File: src/rtl/interval_timer.sv
// Programmable seconds countdown for the traffic-light FSM: three interval
// registers, a clk-to-1 Hz prescaler, and a one-cycle expiry pulse.
module interval_timer #(
  parameter int TICK_DIV = 100_000_000,
  parameter int DEF_BASE = 6,
  parameter int DEF_EXT  = 3,
  parameter int DEF_YEL  = 2
) (
  input  logic       clk,
  input  logic       sys_reset,
  input  logic       prg_sync_in,
  input  logic [1:0] time_param_sel,
  input  logic [3:0] time_value,
  input  logic       start_timer,
  input  logic [1:0] interval_address,
  output logic       expired,
  output logic [3:0] sec_remaining,
  output logic       tick_1hz
);

  localparam int             PW       = $clog2(TICK_DIV);
  localparam logic [PW-1:0]  PS_ZERO  = PW'(0);
  localparam logic [PW-1:0]  PS_ONE   = PW'(1);
  localparam logic [PW-1:0]  PS_LAST  = PW'(TICK_DIV - 1);
  localparam logic [3:0]     BASE_RST = 4'(DEF_BASE);
  localparam logic [3:0]     EXT_RST  = 4'(DEF_EXT);
  localparam logic [3:0]     YEL_RST  = 4'(DEF_YEL);
  localparam logic [1:0]     SEL_BASE = 2'b00;
  localparam logic [1:0]     SEL_EXT  = 2'b01;
  localparam logic [1:0]     SEL_YEL  = 2'b10;
  localparam logic [1:0]     SEL_NONE = 2'b11;

  function automatic logic [3:0] default_for(input logic [1:0] sel);
    case (sel)
      SEL_BASE: default_for = BASE_RST;
      SEL_EXT:  default_for = EXT_RST;
      SEL_YEL:  default_for = YEL_RST;
      default:  default_for = BASE_RST;
    endcase
  endfunction

  // A zero-second interval is meaningless, so it falls back to the slot default.
  function automatic logic [3:0] legalize(input logic [1:0] sel, input logic [3:0] val);
    if (val == 4'd0) begin
      legalize = default_for(sel);
    end else begin
      legalize = val;
    end
  endfunction

  logic [3:0]    base_r, ext_r, yel_r;
  logic [3:0]    count_r;
  logic [PW-1:0] prescale_r;
  logic          run_r;
  logic          expired_r;
  logic          tick_r;

  logic          wr_en_s;
  logic [3:0]    wr_val_s;
  logic [1:0]    load_addr_s;
  logic [3:0]    slot_val_s;
  logic [3:0]    load_val_s;

  // Decode the programming write and the load value, including same-edge bypass.
  always_comb begin
    wr_en_s     = prg_sync_in && (time_param_sel != SEL_NONE);
    wr_val_s    = legalize(time_param_sel, time_value);
    load_addr_s = (interval_address == SEL_NONE) ? SEL_BASE : interval_address;
    case (load_addr_s)
      SEL_BASE: slot_val_s = base_r;
      SEL_EXT:  slot_val_s = ext_r;
      SEL_YEL:  slot_val_s = yel_r;
      default:  slot_val_s = base_r;
    endcase
    if (wr_en_s && (time_param_sel == load_addr_s)) begin
      load_val_s = wr_val_s;
    end else begin
      load_val_s = slot_val_s;
    end
  end

  // Interval register file written by the programming strobe.
  always_ff @(posedge clk or posedge sys_reset) begin
    if (sys_reset) begin
      base_r <= BASE_RST;
      ext_r  <= EXT_RST;
      yel_r  <= YEL_RST;
    end else if (wr_en_s) begin
      case (time_param_sel)
        SEL_BASE: base_r <= wr_val_s;
        SEL_EXT:  ext_r  <= wr_val_s;
        SEL_YEL:  yel_r  <= wr_val_s;
        default: begin
          base_r <= base_r;
        end
      endcase
    end
  end

  // Countdown: a load always wins over a tick, so a restart on the expiry edge suppresses the pulse.
  always_ff @(posedge clk or posedge sys_reset) begin
    if (sys_reset) begin
      count_r    <= 4'd0;
      prescale_r <= PS_ZERO;
      run_r      <= 1'b0;
      expired_r  <= 1'b0;
      tick_r     <= 1'b0;
    end else begin
      expired_r <= 1'b0;
      tick_r    <= 1'b0;
      if (start_timer) begin
        count_r    <= load_val_s;
        prescale_r <= PS_ZERO;
        run_r      <= 1'b1;
      end else if (run_r) begin
        if (prescale_r == PS_LAST) begin
          prescale_r <= PS_ZERO;
          tick_r     <= 1'b1;
          if (count_r <= 4'd1) begin
            count_r   <= 4'd0;
            run_r     <= 1'b0;
            expired_r <= 1'b1;
          end else begin
            count_r <= count_r - 4'd1;
          end
        end else begin
          prescale_r <= prescale_r + PS_ONE;
        end
      end else begin
        prescale_r <= PS_ZERO;
      end
    end
  end

  assign expired       = expired_r;
  assign tick_1hz      = tick_r;
  assign sec_remaining = count_r;

endmodule

File: config.mk
export PLATFORM = sky130hd
export DESIGN_NAME = interval_timer
export DESIGN_NICKNAME = d
export VERILOG_FILES = /design/src/rtl/interval_timer.sv
export SDC_FILE = /design/constraint.sdc
export NUM_CORES = 1
export LEC_CHECK = 0
export ABC_AREA = 1
export CORE_ASPECT_RATIO = 1.1
export CORE_UTILIZATION = 56
export CTS_BUF_LIST = sky130_fd_sc_hd__clkbuf_8
export CTS_CLUSTER_SIZE = 40
export DETAILED_ROUTE_END_ITERATION = 8
export MAX_ROUTING_LAYER = met4
export PLACE_DENSITY = 0.78
export SLEW_MARGIN = 5
export SYNTH_ARGS = -nofsm -noshare
export SYNTH_HDL_FRONTEND = slang
export SYNTH_SLANG_ARGS = --single-unit
File: constraint.sdc
create_clock -name clk -period 2.05 [get_ports clk]
set_input_delay 0.205 -clock clk [delete_from_list [all_inputs] [get_ports clk]]
set_output_delay 0.205 -clock clk [all_outputs]
set_load 0.005 [all_outputs]
=== Word-level counts from Yosys, hierarchy flattened ===
Cells that the tools add are included.

* Flip-flop bits (word level): 46
* Bits of input ports: 12
* Output and inout bits: 6
* Logic and storage cells: 52

* Add/sub/neg operators: 2
* $lt $le $gt $ge: 1
* Equality and inequality tests: 8
* Multiplexer cells: 23
* Reductions and logical operators: 10

{| class="wikitable"
|+ Operator list
! cell !! number
|-
| $mux W27 || 3
|-
| $add A27 B1 Y27 const B || 1
|-
| $eq A27 B27 Y1 const B || 1
|-
| $mux W4 || 6
|-
| $mux W1 || 11
|-
| $pmux W4 S2 || 1
|-
| $reduce_and A2 Y1 || 4
|-
| $eq A2 B2 Y1 const B || 3
|-
| $pmux W3 S2 || 1
|-
| $eq A2 B1 Y1 const B || 2
|-
| $le A4 B1 Y1 const B || 1
|-
| $logic_not A4 Y1 || 1
|-
| $reduce_bool A2 Y1 || 2
|-
| $sub A4 B1 Y4 const B || 1
|-
| $eq A2 B2 Y1 || 1
|-
| $logic_and A1 B1 Y1 || 2
|-
| $logic_not A2 Y1 || 1
|-
| $mux W2 || 1
|-
| $ne A2 B2 Y1 const B || 1
|}

=== Depth between registers and ports, before layout ===
Gate-level depths: netlist (run 1).

* Depth in word-level cells: 6
* Mapped depth: 12
* Depth with buffers taken out: 12

=== Worst setup path before layout (run 1) ===
No wires, ideal clock.

* Path kind: register to register
* Start point: register prescale_r[0]
* End point: register prescale_r[24]
* Setup time: 0.122 ns
* Arrival time: 1.334 ns
* Data required time: 1.928 ns
* Path slack: 0.594 ns
* Cell stages (with the launch flop): 12
* Buffers on the path: 1
* Period minus slack after synthesis: 1.456 ns
* Path through: dfrtp_1 > ha_1 > nand3_2 > inv_2 > nand2_2 > nor2_4 > nand2_2 > nand2_4 > inv_2 > buf_6 > nand2_1 > nor2_1

* Longest elaborated chain between the ends: 4
* Elaborated cells on any way between the ends: 5
* Classes of those cells: 1 x add/sub; 1 x eq/ne; 3 x mux

{| class="wikitable"
|+ Ends and longest elaborated chain
! what !! line !! source
|-
| start, declared || 53 || <nowiki>logic [PW-1:0] prescale_r;</nowiki>
|-
| start signal, assigned || 127 || <nowiki>prescale_r <= prescale_r + PS_ONE;</nowiki>
|-
| $add A27 B1 Y27 / $eq A27 B27 Y1 (equally long branches) || 127, 116 ||
|-
| $mux W27 (*) || 116 || <nowiki>if (prescale_r == PS_LAST) begin</nowiki>
|-
| $mux W27 (*) || 115 || <nowiki>end else if (run_r) begin</nowiki>
|-
| $mux W27 (*) || 111 || <nowiki>if (start_timer) begin</nowiki>
|}

Every way passes the cells marked *; elsewhere a longest branch is shown, timed or not.
A chain may end at the register's enable or synchronous reset.

=== Worst setup path in the final report (run 1) ===
* Start point: register prescale_r[0]
* End point: register prescale_r[26]

Same word-level chain as after synthesis.

==> flow_metrics.py, run 1 <==
metrics = {
    "status": {
        "outcome": "complete, no violations",
    },
    "detailed_routing": {
        "route.vias.total": 2464,
        "post-route-drc-count": 0,
        "drt-pass1-iter-count": 4,
        "viasPerCell": 5.06,
        "drt_iter0_drc": 105,
        "drtAntennaViolNets": 0,
        "drt_wl_total_um": 6060,
        "wl_per_cell_um": 12.4,
    },
    "grt": {
        "grt_antenna_before_repair": 0,
        "gr-total-overflow": 0,
        "grt_pass1_vias": 2480,
        "grt_pass1_wl_um": 10900,
        "track_usage": 0.263,
        "grt_max_degree": 28,
    },
    "timing": {
        "max_freq_mhz": 578,
        "slew_headroom": 0.709,
        "period_share": 0.844,
        "period_needed_ns": 1.73,
        "rsz0062_at_grt": "false",
        "setup_viol": 0,
        "drv_slew": 0,
        "fin_tns_setup_ns": 0,
        "clock_skew_ns": 0.00761,
        "worst_pin_slew_ns": 0.436,
        "finalHoldViolCount": 0,
    },
    "setup_path": {
        "crit_path_end_kind": "flip-flop",
        "critPathKind": "reg -> reg",
        "crit_arrival_ns": 1.92,
        "start_kind": "flip-flop",
        "startpoint": "prescale_r[0]$_DFF_PP0_",
        "crit_path_max_fanout": 17,
        "r2r_start": "prescale_r[0]$_DFF_PP0_",
        "worstPathRequired_ns": 2.24,
    },
    "pwr": {
        "p_leak_nw": 1.49,
        "vdd_drop_max_mv": 0.429,
        "cellPowerDensity_nw_per_um2": 661,
    },
    "logic_synthesis": {
        "synth_adder_area_share": 0.0486,
        "yosysUniqueCellTypes": 27,
        "synth-simple-area-share": 0.380,
        "muxShareOfSynthArea": 0.00354,
        "synth_seq_cells": 46,
        "yosysWarnings": 0,
        "synthXorXnorAreaFrac": 0.0340,
        "synth-seq-area-share": 0.409,
        "syn_inst": 404,
        "synth_fp_nets": 427,
        "synth_top_family_by_area": "simple AND/OR/NAND/NOR gates",
        "syn_area_per_cell_sq_um": 7.01,
        "synth_compound_area_frac": 0.0469,
        "syn-cell-area_sq_um": 2830,
    },
    "placed_design": {
        "io_buffers": 17,
        "gp_congestion": 0.980,
        "hpwl_um": 4740,
    },
    "clocking": {
        "clock_latency_ns": 0.30,
        "cts_setup_buffers": 0,
        "cts_buffers": 5,
        "cts.repair.resized": 0,
        "tritoncts": "built",
        "cts_buffer_depth": 2,
        "cts_max_level": 2,
        "cts.sinks": 46,
        "cts_root_buffer": "clkbuf_8",
        "holdBufCountCts": 0,
        "clk_pin_slew_ns": 0.09,
    },
    "job": {
        "cap_violations": 0,
    },
    "final_layout": {
        "final_util": 0.675,
        "n_fill_cell": 438,
        "fin_nets": 453,
        "area.growth.synth_to_final_pct": 13.3,
        "diodes": 0,
        "drive_gt1_frac": 0.0719,
    },
    "die": {
        "fp.dieW_um": 69.8,
        "design.core.area_sq_um": 4750,
        "fp.dieH_um": 76.6,
        "dieArea_sq_um": 5340,
        "rows": 26,
        "boundaryPins": 18,
        "initial_core_util": 0.596,
    },
    "hold_path": {
        "hp-class": "in -> async",
    },
}
==> area by class of cell <==
class	count	area, sq um	share of cell area
inverters	54	203	0.0632
repair buffers	21	213	0.0663
well taps	56	70.1	0.0218
clock buffers	5	68.8	0.0215
multi-input cells	302	1450	0.453
clock inverters	3	43.8	0.0137
flip-flops and latches	46	1160	0.361
==> through the flow <==
stage | instances | hold slack (ns) | worst slack (ns) | power (mW) | area, sq um
2_1_floorplan | 404 | 0.271 | 0.594 | 1.30 | 2830
3_3_place_gp | 479 | 0.471 | 0.248 | 1.44 | 3090
3_5_place_dp | 479 | 0.480 | 0.162 | 1.45 | 3090
4_1_cts | 487 | 0.231 | 0.305 | 2.14 | 3210
5_1_grt | 487 | 0.242 | 0.173 | 2.24 | 3210
6_report | 487 | 0.213 | 0.321 | 2.12 | 3210
==> final timing paths <==
| path | depth (start not counted) | endpoint | slack, ns |
|---|---|---|---|
| hold reg to reg | 2 | ext_r[1]$_DFFE_PP1P_ | 0.49 |
| hold / removal | 2 | prescale_r[0]$_DFF_PP0_ | 0.21 |
| setup / recovery | 10 | prescale_r[26]$_DFF_PP0_ | 0.32 |
| min in group clk | 2 | ext_r[1]$_DFFE_PP1P_ | 0.49 |
| setup reg to reg | 10 | prescale_r[26]$_DFF_PP0_ | 0.32 |
| max in group asynchronous | 3 | base_r[1]$_DFFE_PP1P_ | 1.28 |
==> flip-flops by register name (all words and copies together), names as in the netlist <==
name	flops
ext_r	4
run_r	1
prescale_r	27
base_r	4
expired	1
yel_r	4
sec_remaining	4
tick_1hz	1
==> Yosys cell counts <==
cell type / count / area share
buf_6: 1 / 0.0040
o21bai_1: 2 / 0.0053
inv_2: 2 / 0.0027
o211ai_1: 1 / 0.0027
dfstp_2: 5 / 0.046
and2_1: 1 / 0.0022
nor2_4: 3 / 0.012
nand3_2: 1 / 0.0035
nand2_2: 3 / 0.0066
a21boi_0: 2 / 0.0053
nand4_1: 7 / 0.015
xor2_1: 7 / 0.022
dfrtp_1: 41 / 0.36
a21oi_1: 3 / 0.0053
ha_1: 11 / 0.049
nor2_2: 3 / 0.0066
inv_1: 51 / 0.068
nand3_1: 29 / 0.051
xnor2_1: 4 / 0.012
mux2i_1: 1 / 0.0035
buf_4: 1 / 0.0027
clkinv_1: 1 / 0.0013
nand2_4: 1 / 0.0040
nor3_1: 8 / 0.014
nand2_1: 119 / 0.16
o21ai_0: 16 / 0.028
nor2_1: 80 / 0.11
==> cells in the final DEF, fill, tap and decap left out <==
cell type	Yosys	final
a21boi_0	2	2
a21oi_1	3	3
and2_1	1	1
buf_12	0	1
buf_4	1	3
bufinv_16	0	1
clkbuf_8	0	5
clkdlybuf4s50_1	0	17
clkinv_1	1	1
clkinv_2	0	1
dfrtp_1	41	41
dfstp_2	5	5
ha_1	11	11
inv_1	51	50
inv_2	2	3
inv_6	0	1
mux2i_1	1	1
nand2_1	119	119
nand2_2	3	3
nand2_4	1	1
nand3_1	29	29
nand3_2	1	1
nand4_1	7	7
nor2_1	80	80
nor2_2	3	3
nor2_4	3	3
nor3_1	8	8
o211ai_1	1	1
o21ai_0	16	16
o21bai_1	2	2
xnor2_1	4	4
xor2_1	7	7
==> logic make-up (layout without fill, tap and decap cells) <==
group	count (synthesis)	in the layout
buf+inv	56	83
mux	1	1
flops	46	46
fa+ha+maj	11	11
xor+xnor	11	11
simple gates	255	255
compound gates	24	24
==> layer usage <==
metal / GRT usage / part of all wire
met1: 0.302 / 0.45
met2: 0.470 / 0.51
met3: 0.0397 / 0.020
met4: 0.0780 / 0.020
met5: - / 0
==> worst max-delay path, stage by stage, from the launching register on <==
cell and delay (ns):
dfrtp_1 0.41, ha_1 0.22, nand3_2 0.12, inv_2 0.08
nand2_2 0.10, nor2_4 0.13, nand2_2 0.08, nand2_4 0.19
inv_2 0.14, nand2_1 0.09, nor2_1 0.04
==> power breakdown <==
part / internal, mW / leakage, nW / switching (mW) / total, mW
combinational: 0.172 / 0.828 / 0.209 / 0.381
sequential: 0.993 / 0.603 / 0.0612 / 1.05
clock: 0.366 / 0.0585 / 0.318 / 0.683
total: 1.53 / 1.49 / 0.588 / 2.12
Power figures use the tool's default switching activity.
==> run 2, diff against run 1 <==
--- a/config.mk
+++ b/config.mk
@@ -7,12 +7,12 @@
 export LEC_CHECK = 0
 export ABC_AREA = 1
 export CORE_ASPECT_RATIO = 1.1
-export CORE_UTILIZATION = 56
+export CORE_UTILIZATION = 55
 export CTS_BUF_LIST = sky130_fd_sc_hd__clkbuf_8
 export CTS_CLUSTER_SIZE = 40
 export DETAILED_ROUTE_END_ITERATION = 8
 export MAX_ROUTING_LAYER = met4
-export PLACE_DENSITY = 0.78
+export PLACE_DENSITY = 0.8
 export SLEW_MARGIN = 5
 export SYNTH_ARGS = -nofsm -noshare
 export SYNTH_HDL_FRONTEND = slang
==> constraint.sdc (replaced) <==
create_clock -name clk -period 1.58 [get_ports clk]
set_input_delay 0.158 -clock clk [delete_from_list [all_inputs] [get_ports clk]]
set_output_delay 0.158 -clock clk [all_outputs]
set_load 0.005 [all_outputs]
==> run 2 against run 1 <==
  * Clock power grew 30%
  * Maximum frequency grew 17%
  * Total power grew 33%
  * Critical endpoint is now prescale_r[21]$_DFF_PP0_
  * Largest cell class unchanged
==> flow_metrics.py, run 2 (synthesized netlist as in run 1, its figures left out) <==
metrics = {
    "setup_path": {
        "crit_arrival_ns": 1.67,
        "startpoint": "prescale_r[10]$_DFF_PP0_",
        "critical_path_depth": 7,
        "start_kind": "flip-flop",
        "r2r_start": "prescale_r[10]$_DFF_PP0_",
        "rr_worst_depth": 7,
        "crit_slowest_cell": "dfrtp_1",
        "path_buf_inv": 1,
        "worstPathRequired_ns": 1.78,
        "cpLargestDelayFamily": "simple AND/OR/NAND/NOR gates",
        "crit_path_cell_trace": "inv_2 -> nor3_1 -> nand2_1 -> nor2_2 -> nand2_1 -> nor2_1 -> nor2_1",
        "r2r_slack_ns": 0.11,
        "crit_path_end_kind": "flip-flop",
        "cpPeakStageDelay_ns": 0.47,
        "r2r-end": "prescale_r[21]$_DFF_PP0_",
        "crit_path_max_fanout": 5,
        "endpoint": "prescale_r[21]$_DFF_PP0_",
        "critPathKind": "reg -> reg",
    },
    "die": {
        "fp.dieH_um": 77.2,
        "rows": 27,
        "boundaryPins": 18,
        "initial_core_util": 0.570,
        "fp.dieW_um": 70.4,
        "design.core.area_sq_um": 4970,
        "dieArea_sq_um": 5440,
    },
    "detailed_routing": {
        "wl_met2_um": 3110,
        "top_layer": "met4",
        "viasPerCell": 5.17,
        "route.vias.total": 2626,
        "post-route-drc-count": 0,
        "drt_iter0_drc": 221,
        "routed-wl-met3_um": 226,
        "wl_per_cell_um": 12.3,
        "drt-met1-wl_um": 2840,
        "drt-pass1-iter-count": 5,
        "drt_wl_total_um": 6270,
        "drtAntennaViolNets": 0,
    },
    "clocking": {
        "cts_buffers": 5,
        "cts_max_level": 2,
        "clock_latency_ns": 0.30,
        "holdBufCountCts": 0,
        "tritoncts": "built",
        "cts_root_buffer": "clkbuf_8",
        "clk_pin_slew_ns": 0.09,
        "cts_buffer_depth": 2,
        "cts.sinks": 46,
    },
    "timing": {
        "worst_pin_slew_ns": 0.313,
        "setup_ws_ns": 0.106,
        "rsz0062_at_grt": "false",
        "fin_tns_setup_ns": 0,
        "clock_skew_ns": 0.00528,
        "setup_viol": 0,
        "drv_slew": 0,
        "holdWs_ns": 0.197,
        "period_share": 0.933,
        "max_freq_mhz": 678,
        "finalHoldViolCount": 0,
        "slew_headroom": 0.790,
        "period_needed_ns": 1.47,
    },
    "status": {
        "outcome": "complete, no violations",
    },
    "placed_design": {
        "dp_slack_ns": -0.224,
        "hpwl_um": 4690,
        "place_area_sq_um": 3240,
        "io_buffers": 17,
        "gp_congestion": 0.964,
        "dpl.cell_count": 499,
    },
    "final_layout": {
        "area.growth.synth_to_final_pct": 20.9,
        "fin_nets": 472,
        "diodes": 0,
        "largest_register": "prescale_r",
        "drive_gt1_frac": 0.147,
        "stdcell_area_sq_um": 3420,
        "n_fill_cell": 402,
        "fin_cells": 508,
        "final_common_cell": "nand2_1",
        "final_util": 0.689,
        "largest_register_ff_count": 27,
        "final_cell_mix": "nand2_1, nor2_1, inv_1, dfrtp_1, nand3_1",
    },
    "pwr": {
        "p_switching_mw": 0.791,
        "vdd_drop_max_mv": 0.656,
        "swShare": 0.281,
        "power.total_mw": 2.82,
        "pwr-share-seq": 0.485,
        "p_leak_nw": 1.60,
        "clkPwrFrac": 0.316,
        "power_frac_comb": 0.199,
        "cellPowerDensity_nw_per_um2": 823,
        "p_int_mw": 2.02,
    },
    "job": {
        "cap_violations": 0,
    },
    "grt": {
        "gr-total-overflow": 0,
        "track_usage": 0.254,
        "grt_antenna_before_repair": 0,
        "grt_pass1_wl_um": 10800,
        "grt_pass1_vias": 2467,
        "grt_max_degree": 47,
    },
    "hold_path": {
        "hp-class": "in -> async",
    },
}
-- run 2: cell types whose count changed in the layout (fill, tap and decap cells not counted), moves of 2 or more --
cell | previous run | this run
nor2_1 | 80 | 73
nor3_2 | 0 | 2
nor3_1 | 8 | 6
buf_4 | 3 | 21
nand3_2 | 1 | 3
nand2_1 | 119 | 117
nor2_2 | 3 | 9
nand3_1 | 29 | 27
-- run 2: layout make-up --
class | instances | area, sq um | share of cell area
Clock buffer | 5 | 68.8 | 0.0201
Sequential cell | 46 | 1160 | 0.339
Multi-Input combinational cell | 302 | 1510 | 0.440
Inverter | 54 | 205 | 0.0600
Timing Repair Buffer | 40 | 368 | 0.108
Clock inverter | 3 | 41.3 | 0.0121
Tap cell | 58 | 72.6 | 0.0212
-- run 2: repair_timing --
action,in CTS,in global routing
resized for setup,0,21
endpoints found under the setup margin,0,18
endpoints found under the hold margin,0,0
setup buffers,0,1
-- run 2: worst min-delay path by stage --
stage                                          to  slack [ns]
final                        yel_r[2]$_DFFE_PP0P_        0.20
after global routing      prescale_r[2]$_DFF_PP0_        0.24
after CTS                 prescale_r[2]$_DFF_PP0_        0.21
after detailed placement     ext_r[2]$_DFFE_PP0P_        0.47
after global placement       ext_r[2]$_DFFE_PP0P_        0.47
after floorplan                tick_1hz$_DFF_PP0_        0.22
-- run 2: routing by layer --
| metal | global-route usage | vias up |
|---|---|---|
| met5 | - | - |
| met1 | 0.316 | 1221 |
| met4 | 0.0720 | 0 |
| met3 | 0.0381 | 11 |
| li1 | - | 1337 |
| met2 | 0.428 | 57 |
-- run 2: power groups by stage --
stage	Combinational [mW]	Clock, mW	Sequential (mW)
detailed placement	0.539	0	1.38
floorplan	0.317	0	1.37
CTS	0.541	0.903	1.36
global route	0.639	0.942	1.38
global placement	0.514	0	1.38
finish	0.561	0.889	1.37
-- run 2: worst reg2reg max path, stage by stage (launching register included) --
cell and delay [ns]:
dfrtp_1 0.47, inv_2 0.09, nor3_1 0.28, nand2_1 0.13
nor2_2 0.19, nand2_1 0.08, nor2_1 0.09, nor2_1 0.05
==> run 3, diff against run 2 <==
--- a/config.mk
+++ b/config.mk
@@ -5,7 +5,6 @@
 export SDC_FILE = /design/constraint.sdc
 export NUM_CORES = 1
 export LEC_CHECK = 0
-export ABC_AREA = 1
 export CORE_ASPECT_RATIO = 1.1
 export CORE_UTILIZATION = 55
 export CTS_BUF_LIST = sky130_fd_sc_hd__clkbuf_8
==> run 3 against run 2 <==
  * The flow now finishes with violations (negative setup slack)
  * Flip-flop and latch count unchanged
  * Total power down 7.7%
  * Synthesized area down 12%
  * Die area down 12%
  * Register-to-register slack worse by 0.22 ns
  * Combinational power down 12%
  * Hold slack worse by 0.052 ns
  * Final cell count down 27%
  * Maximum frequency down 13%
  * Setup slack worse by 0.22 ns
  * Clock power down 14%
  * Critical path type unchanged
==> flow_metrics.py, run 3 <==
metrics = {
    "logic_synthesis": {
        "yosysWarnings": 0,
        "syn_inst": 244,
        "synthArstFlopShare": 1.00,
        "synth_ff_type": "dfrtp_1",
        "synth.most_common_cell": "dfrtp_1",
        "yosysUniqueCellTypes": 44,
        "yosys-top-cells-count": "dfrtp_1, nor2_1, nand2_1, xor2_1, o21ai_0",
        "syn-cell-area_sq_um": 2480,
        "synth-edff-count": 0,
        "synth-seq-area-share": 0.467,
        "synth_seq_cells": 46,
        "syn_area_per_cell_sq_um": 10.2,
        "netlist.area_leader.share": 0.414,
        "yosysTopAreaCell": "dfrtp_1",
        "synth_fp_nets": 267,
        "synth_area_leaders": "dfrtp_1, xor2_1, ha_1, dfstp_2, nor2_1",
    },
    "grt": {
        "gr-total-overflow": 0,
        "grt_pass1_wl_um": 9300,
        "grt_antenna_before_repair": 0,
        "grt_use_met2": 0.467,
        "use_met3": 0.0582,
        "grt_busiest_layer": "met2",
        "grt_max_degree": 28,
        "grtUsageMet1": 0.283,
        "grt_pass1_vias": 2084,
        "track_usage": 0.268,
    },
    "pwr": {
        "p_switching_mw": 0.724,
        "swShare": 0.278,
        "power_frac_comb": 0.189,
        "pwr-share-seq": 0.518,
        "clkPwrFrac": 0.293,
        "vdd_drop_max_mv": 0.370,
        "cellPowerDensity_nw_per_um2": 780,
        "p_leak_nw": 1.57,
        "p_int_mw": 1.88,
        "power.total_mw": 2.60,
    },
    "placed_design": {
        "place_area_sq_um": 3070,
        "gp_congestion": 0.848,
        "io_buffers": 17,
        "hpwl_um": 3930,
        "dpl.cell_count": 358,
        "dp_slack_ns": -0.386,
    },
    "setup_path": {
        "crit_slowest_cell": "dfrtp_1",
        "crit_arrival_ns": 1.90,
        "cpPeakStageDelay_ns": 0.42,
        "worstPathRequired_ns": 1.78,
        "start_kind": "flip-flop",
        "crit_path_cell_trace": "nor4b_2 -> and4_4 -> nand4_4 -> nor3b_2 -> a211o_1",
        "crit_path_max_fanout": 7,
        "critPathKind": "reg -> reg",
        "crit_path_end_kind": "flip-flop",
    },
    "detailed_routing": {
        "drt_wl_total_um": 6110,
        "route.vias.total": 2098,
        "drt-pass1-iter-count": 4,
        "wl_per_cell_um": 16.5,
        "post-route-drc-count": 0,
        "viasPerCell": 5.65,
        "drt_iter0_drc": 196,
        "drtAntennaViolNets": 0,
    },
    "timing": {
        "finalHoldViolCount": 0,
        "setup_viol": 32,
        "max_freq_mhz": 590,
        "fin_tns_setup_ns": -1.04,
        "period_needed_ns": 1.69,
        "setup_ws_ns": -0.114,
        "slew_headroom": 0.719,
        "period_share": 1.07,
        "drv_slew": 0,
        "holdWs_ns": 0.145,
        "clock_skew_ns": 0.0143,
        "rsz0062_at_grt": "true",
        "worst_pin_slew_ns": 0.420,
    },
    "final_layout": {
        "final_cell_mix": "buf_4, dfrtp_1, nor2_1, nand2_1",
        "fin_cells": 371,
        "stdcell_area_sq_um": 3330,
        "diodes": 0,
        "largest_register": "prescale_r",
        "fin_nets": 339,
        "final_util": 0.772,
        "final_common_cell": "buf_4",
        "drive_gt1_frac": 0.315,
        "largest_register_ff_count": 27,
        "area.growth.synth_to_final_pct": 34.5,
    },
    "die": {
        "fp.dieH_um": 72.4,
        "boundaryPins": 18,
        "design.core.area_sq_um": 4320,
        "fp.dieW_um": 66.0,
        "initial_core_util": 0.574,
        "dieArea_sq_um": 4780,
        "rows": 25,
    },
    "hold_path": {
        "hp-class": "in -> async",
    },
    "clocking": {
        "cts_buffers": 5,
        "clk_pin_slew_ns": 0.09,
        "cts_buffer_depth": 2,
        "cts_root_buffer": "clkbuf_8",
        "clock_latency_ns": 0.32,
        "tritoncts": "built",
        "holdBufCountCts": 0,
        "cts.sinks": 46,
        "cts_max_level": 2,
    },
    "status": {
        "violations": "negative setup slack",
        "outcome": "complete, but fails checks",
    },
    "job": {
        "cap_violations": 0,
    },
}
run 3: cell count changes after synthesis, moves of 10 or more:
| cell | before | now |
|---|---|---|
| inv_1 | 51 | 11 |
| nand2_1 | 119 | 22 |
| nand3_1 | 29 | 8 |
| nor2_1 | 80 | 34 |
| xor2_1 | 7 | 17 |
run 3: timing repair:
action / 4_1_cts / 5_1_grt
endpoints found under the setup margin: 34 / 37
pin swaps: 8 / 6
gates resized for setup: 15 / 11
setup buffers: 0 / 3
gates cloned: 0 / 2
run 3: path summary, 6_finish.rpt:
check	from	to	slack, ns	cells past startpoint
max in group asynchronous	sys_reset	prescale_r[7]$_DFF_PP0_	0.88	3
min in group clk	base_r[2]$_DFFE_PP1P_	base_r[2]$_DFFE_PP1P_	0.49	2
setup reg to reg	prescale_r[25]$_DFF_PP0_	sec_remaining[1]$_DFFE_PP0P_	-0.11	5
hold / removal	sys_reset	prescale_r[21]$_DFF_PP0_	0.14	2
setup / recovery	prescale_r[25]$_DFF_PP0_	sec_remaining[1]$_DFFE_PP0P_	-0.11	5
hold reg to reg	base_r[2]$_DFFE_PP1P_	base_r[2]$_DFFE_PP1P_	0.49	2
run 3: cell families after synthesis:
family                   Yosys count  synth area share
AND/OR/NAND/NOR                  114             0.266
flip-flops                        46             0.467
AO/OA/AOI/OAI                     27            0.0697
XOR/XNOR                          26            0.0919
buffers and inverters             15            0.0278
adder cells (fa/ha/maj)           11            0.0555
multiplexers                       5            0.0222
run 3: power by group through the flow:
| stage | sequential, mW | combinational (mW) | clock [mW] |
|---|---|---|---|
| finish | 1.35 | 0.491 | 0.762 |
| global route | 1.35 | 0.546 | 0.812 |
| CTS | 1.34 | 0.452 | 0.765 |
| detailed placement | 1.36 | 0.439 | 0 |
| global placement | 1.36 | 0.419 | 0 |
| floorplan | 1.35 | 0.244 | 0 |
run 3: final cells by class:
| type | instances | area [sq um] |
|---|---|---|
| clock buffer | 6 | 82.6 |
| multi-input combinational | 183 | 1370 |
| clock inverter | 2 | 8.76 |
| timing repair buffer | 69 | 606 |
| fill | 247 | 983 |
| inverter | 11 | 41.3 |
| sequential | 46 | 1160 |
| tap | 54 | 67.6 |
run 3: critical path, delay by kind of cell (launching register included):
family             cells  cell delay, ns
AOI/OAI and AO/OA      1            0.22
DFF                    1            0.42
and+or+nand+nor        4            0.93
run 3: routing by layer:
layer	wire length, um	share of wire
met3	276	0.045
met5	0	0
met1	2470	0.40
met4	178	0.029
met2	3190	0.52
